### src/rtl/shreg_pkg.sv
// Shared types for the universal shift register.
// Build option: define SHREG_ROTATE_EN to enable rotate on SHL/SHR.
package shreg_pkg;

  // Operation select carried on the 2-bit mode port.
  typedef enum logic [1:0] {
    MODE_HOLD = 2'b00,
    MODE_SHL  = 2'b01,
    MODE_SHR  = 2'b10,
    MODE_LOAD = 2'b11
  } mode_t;

endpackage

### src/rtl/shreg_fill_ctr.sv
// Saturating 0..WIDTH counter of valid bits held in the shift register.
// Priority: clr, then set_full, then inc. Never wraps past WIDTH.
module shreg_fill_ctr
  import shreg_pkg::*;
#(
  parameter  int WIDTH = 6,
  localparam int CW    = $clog2(WIDTH + 1)
) (
  input  logic          clk,
  input  logic          rst_n,
  input  logic          clr,
  input  logic          inc,
  input  logic          set_full,
  output logic [CW-1:0] fill,
  output logic          full
);

  localparam logic [CW-1:0] FILL_MAX     = CW'(WIDTH);
  localparam logic [CW:0]   FILL_MAX_EXT = (CW + 1)'(WIDTH);

  // Increment one bit wider than the counter so the compare can never see a wrapped value.
  logic [CW:0] inc_ext;
  assign inc_ext = {1'b0, fill} + (CW + 1)'(1);

  // Counter state update with saturation at WIDTH.
  always_ff @(posedge clk or negedge rst_n) begin
    if (!rst_n) begin
      // NOTE: sequential state uses non-blocking assignments so every flop samples pre-edge values.
      fill <= '0;
    end else if (clr) begin
      fill <= '0;
    end else if (set_full) begin
      fill <= FILL_MAX;
    end else if (inc) begin
      fill <= (inc_ext >= FILL_MAX_EXT) ? FILL_MAX : inc_ext[CW-1:0];
    end
  end

  assign full = (fill == FILL_MAX);

endmodule

### src/rtl/shreg_univ.sv
// Universal shift register: hold, shift left/right, parallel load, sync clear,
// plus a fill counter of bits entered since the last clear.
// Build option: SHREG_ROTATE_EN makes rot=1 recirculate the outgoing end bit
// on SHL/SHR (fill unchanged); without it rot is ignored.
module shreg_univ
  import shreg_pkg::*;
#(
  parameter  int WIDTH = 6,
  localparam int CW    = $clog2(WIDTH + 1)
) (
  input  logic             clk,
  input  logic             rst_n,
  input  logic             en,
  input  logic             clr,
  input  logic [1:0]       mode,
  input  logic             sin_lo,
  input  logic             sin_hi,
  input  logic             rot,
  input  logic [WIDTH-1:0] pdata,
  output logic [WIDTH-1:0] q,
  output logic             sout_hi,
  output logic             sout_lo,
  output logic [CW-1:0]    fill,
  output logic             full
);

  mode_t            op;
  logic             rot_act;
  logic             feed_lo;
  logic             feed_hi;
  logic [WIDTH-1:0] q_nxt;
  logic             fill_inc;
  logic             fill_set;

  assign op = mode_t'(mode);

`ifdef SHREG_ROTATE_EN
  assign rot_act = rot;
`else
  logic unused_rot;
  assign unused_rot = rot;
  assign rot_act    = 1'b0;
`endif

  // Bit entering the vacated end: the opposite end bit when rotating, else the serial input.
  assign feed_lo = rot_act ? q[WIDTH-1] : sin_lo;
  assign feed_hi = rot_act ? q[0]       : sin_hi;

  // Mode decode: next register value and fill counter requests (en=0 means hold).
  always_comb begin
    // NOTE: every output gets a default first so no path can infer a latch.
    q_nxt    = q;
    fill_inc = 1'b0;
    fill_set = 1'b0;
    if (en) begin
      unique case (op)
        MODE_SHL: begin
          q_nxt    = {q[WIDTH-2:0], feed_lo};
          fill_inc = !rot_act;
        end
        MODE_SHR: begin
          q_nxt    = {feed_hi, q[WIDTH-1:1]};
          fill_inc = !rot_act;
        end
        MODE_LOAD: begin
          q_nxt    = pdata;
          fill_set = 1'b1;
        end
        default: begin
          q_nxt = q;
        end
      endcase
    end
  end

  // Data register; clear overrides everything including en.
  always_ff @(posedge clk or negedge rst_n) begin
    if (!rst_n) begin
      q <= '0;
    end else if (clr) begin
      q <= '0;
    end else begin
      q <= q_nxt;
    end
  end

  shreg_fill_ctr #(.WIDTH(WIDTH)) u_fill_ctr (
    .clk      (clk),
    .rst_n    (rst_n),
    .clr      (clr),
    .inc      (fill_inc),
    .set_full (fill_set),
    .fill     (fill),
    .full     (full)
  );

  assign sout_hi = q[WIDTH-1];
  assign sout_lo = q[0];

endmodule

### config.mk
export PLATFORM = sky130hd
export DESIGN_NAME = shreg_univ
export DESIGN_NICKNAME = d
export VERILOG_FILES = /design/src/rtl/shreg_pkg.sv /design/src/rtl/shreg_fill_ctr.sv /design/src/rtl/shreg_univ.sv
export SDC_FILE = /design/constraint.sdc
export NUM_CORES = 1
export LEC_CHECK = 0
export BUFFER_PORTS_ARGS = -buffer_cell sky130_fd_sc_hd__buf_4
export CORE_MARGIN = 4
export CORE_UTILIZATION = 50
export DETAILED_ROUTE_END_ITERATION = 10
export PLACE_DENSITY = 0.82
export SYNTH_ARGS = -nofsm -noshare
export SYNTH_HDL_FRONTEND = slang
export SYNTH_HIERARCHICAL = 1
export SYNTH_SLANG_ARGS = --single-unit
### constraint.sdc
create_clock -name clk -period 2.7 [get_ports clk]
set_input_delay 0.54 -clock clk [delete_from_list [all_inputs] [get_ports clk]]
set_output_delay 0.54 -clock clk [all_outputs]
set_load 0.03 [all_outputs]
==> flow_metrics.py <==
metrics = {
    "power": {
        "p_switching_mw": 0.132,
        "switching_share": 0.341,
        "p_int_mw": 0.256,
        "total_power_mw": 0.388,
        "p_per_area_nw_per_um2": 435,
        "seq_power_share": 0.401,
        "clkPwrFrac": 0.278,
        "power_frac_comb": 0.320,
        "vdd_drop_max_v": 0.000245,
        "total_leakage_power_nw": 0.445,
    },
    "timing": {
        "worstMarginPinSlew_ns": 0.365,
        "rsz0062_at_grt": "no",
        "hold_violations": 0,
        "maxSlewHeadroom": 0.756,
        "setup_tns_ns": 0,
        "skew_ns": 0.00338,
        "fmax_ghz": 0.553,
        "setup_viol": 0,
        "fin_ws_ns": 0.893,
        "drv_slew": 0,
        "period_share": 0.669,
        "post-route-min-period_ns": 1.81,
    },
    "critical_path": {
        "reg2reg_from": "u_fill_ctr/fill[1]",
        "reg2regPathDepth": 4,
        "path_class": "reg2out",
        "cp_max_fo": 5,
        "reg2reg_slack_ns": 1.35,
        "required_ns": 2.16,
        "crit_path_end_kind": "output port",
        "crit_arrival_ns": 1.27,
        "startpoint_type": "flip-flop",
        "timing.rr.end": "u_fill_ctr/fill[1]",
    },
    "floorplan": {
        "coreArea_um2": 1300,
        "placementRows": 13,
        "die_area_um2": 2060,
        "initial_core_util": 0.537,
        "die_y_um": 45.4,
        "io_pins": 27,
        "die_x_um": 45.4,
    },
    "drt": {
        "ant_nets": 0,
        "drt_iter0_markers": 9,
        "wl_per_cell_um": 14.9,
        "viasPerCell": 5.98,
        "drc": 0,
        "wl_um": 1630,
        "vias": 652,
        "drtPass1Iterations": 4,
    },
    "global_route": {
        "antenna_found_initial": 0,
        "grt_max_degree": 10,
        "grt-ovfl-total": 0,
        "grt_pass1_wl_um": 2370,
        "grt_pass1_vias": 540,
        "track_usage": 0.159,
    },
    "logic_synthesis": {
        "synthAdderAreaFrac": 0.143,
        "synth_top_family_by_area": "compound AO/OA/AOI/OAI gates",
        "synthFlopType": "dfrtp_1",
        "synth_edf_count": 0,
        "ys_types": 26,
        "synth_xor_area_frac": 0.0125,
        "synth.largest_area_cell": "dfrtp_1",
        "yosysSeqAreaShare": 0.323,
        "synthTopCellsByCount": "dfrtp_1 (9), ha_1 (8), a21oi_1 (7), nor3_1 (7), a22oi_1 (6)",
        "synth_compound_area_frac": 0.292,
        "yosys.area_share.simple": 0.149,
        "ys_async_sr_fraction": 1.00,
        "synthTopCellsByArea": "dfrtp_1 (32%), ha_1 (14%), a22oi_1 (6.5%), a22o_2 (5.7%), a21oi_1 (5.0%)",
        "yosysWarnings": 6,
        "synthesis.area_um2": 698,
        "muxShareOfSynthArea": 0,
        "synth_nets": 92,
        "ys_seq_elements": 9,
        "yosysTopAreaCellShare": 0.323,
        "synth_area_per_cell_um2": 10.1,
        "synth_most_common_cell": "dfrtp_1",
        "synthCells": 69,
    },
    "clock_network": {
        "htree_levels": 1,
        "cts_tree": "done",
        "clk_pin_slew_ns": 0.06,
        "cts.repair.resized": 0,
        "cts_buffer_depth": 2,
        "cts-root-buf": "clkbuf_4",
        "clock_sinks": 9,
        "cts_hold_buf": 0,
        "clock_latency_ns": 0.27,
        "numCtsBuffers": 3,
        "post_cts_buffers": 0,
    },
    "min_path": {
        "hp-class": "in2async",
    },
    "cells_and_area": {
        "fin_area_um2": 893,
        "antenna-diode-count": 0,
        "nets": 118,
        "syn2layout_area_growth_pct": 28.0,
        "instances_no_fill": 109,
        "drive_gt1_frac": 0.415,
        "n_fill_cell": 108,
    },
    "run_status": {
        "status": "finished clean",
    },
    "place": {
        "hpwlAfterDp_um": 1240,
        "portBuffers": 25,
        "gp_congestion": 0.834,
        "placed_area_um2": 867,
        "place_ws_ns": 0.776,
        "dp_cells": 105,
    },
    "job": {
        "max_cap_violations": 0,
    },
}
[power groups by stage]
| stage | Clock [mW] | Combinational, mW | Sequential [mW] |
|---|---|---|---|
| 3_5_place_dp | 0 | 0.124 | 0.158 |
| 5_1_grt | 0.113 | 0.134 | 0.157 |
| 4_1_cts | 0.110 | 0.124 | 0.155 |
| 3_3_place_gp | 0 | 0.120 | 0.157 |
| 2_1_floorplan | 0 | 0.0644 | 0.173 |
| 6_report | 0.108 | 0.124 | 0.156 |
[worst max path at each step]
| stage | start | end | slack [ns] | cells after the start |
|---|---|---|---|---|
| 2_1_floorplan | mode[0] | u_fill_ctr/fill[1] | 1.06 | 6 |
| 3_3_place_gp | mode[0] | u_fill_ctr/fill[1] | 0.84 | 7 |
| 3_5_place_dp | mode[0] | u_fill_ctr/fill[1] | 0.78 | 7 |
| 4_1_cts | u_fill_ctr/fill[0] | full | 0.89 | 4 |
| 5_1_grt | u_fill_ctr/fill[0] | full | 0.83 | 4 |
| 6_report | u_fill_ctr/fill[0] | full | 0.89 | 4 |
[cell type report]
| class | count | area (um^2) | area share |
|---|---|---|---|
| repair buffers | 25 | 188 | 0.210 |
| flip-flops and latches | 9 | 225 | 0.252 |
| inverters | 5 | 18.8 | 0.0210 |
| multi-input cells | 51 | 417 | 0.466 |
| clock buffers | 4 | 26.3 | 0.0294 |
| well taps | 15 | 18.8 | 0.0210 |
[through the flow]
| step | util | hold WS (ns) |
|---|---|---|
| 2_1_floorplan | - | 0.244 |
| 3_3_place_gp | 0.666 | 0.372 |
| 3_5_place_dp | 0.666 | 0.374 |
| 4_1_cts | 0.687 | 0.0870 |
| 5_1_grt | 0.687 | 0.0938 |
| 6_report | 0.687 | 0.0855 |
[state kept, by name (all words and copies together), names as in the netlist]
signal and flops:
q 6, u_fill_ctr/fill 3
[worst max-delay path: stages (launching register included)]
cell and delay, ns:
dfrtp_1 0.42, inv_1 0.08, ha_1 0.18, and2_2 0.16
buf_4 0.16
[routing by layer]
| layer | GRT usage | vias to the layer above | share of wire |
|---|---|---|---|
| met2 | 0.237 | 29 | 0.48 |
| li1 | - | 304 | - |
| met3 | 0.0239 | 2 | 0.067 |
| met1 | 0.223 | 317 | 0.44 |
| met5 | 0 | - | 0 |
| met4 | 0.0702 | 0 | 0.012 |
[placed cells by master (no fill, tap or decap), types with 2 or more instances in the layout]
master	count
nor3_1	7
a22oi_1	6
ha_1	8
clkbuf_4	3
dfrtp_1	9
a22o_1	2
buf_4	25
a21oi_1	7
nor2_1	2
a22o_2	4
inv_1	5
[kinds of logic (layout without fill, tap and decap cells)]
group | Yosys count | count (layout)
adder cells (fa/ha/maj) | 8 | 8
XOR/XNOR | 1 | 1
flip-flops | 9 | 9
AO/OA/AOI/OAI | 24 | 24
AND/OR/NAND/NOR | 18 | 18
buffers and inverters | 9 | 34
(Power assumes the default switching activity.)
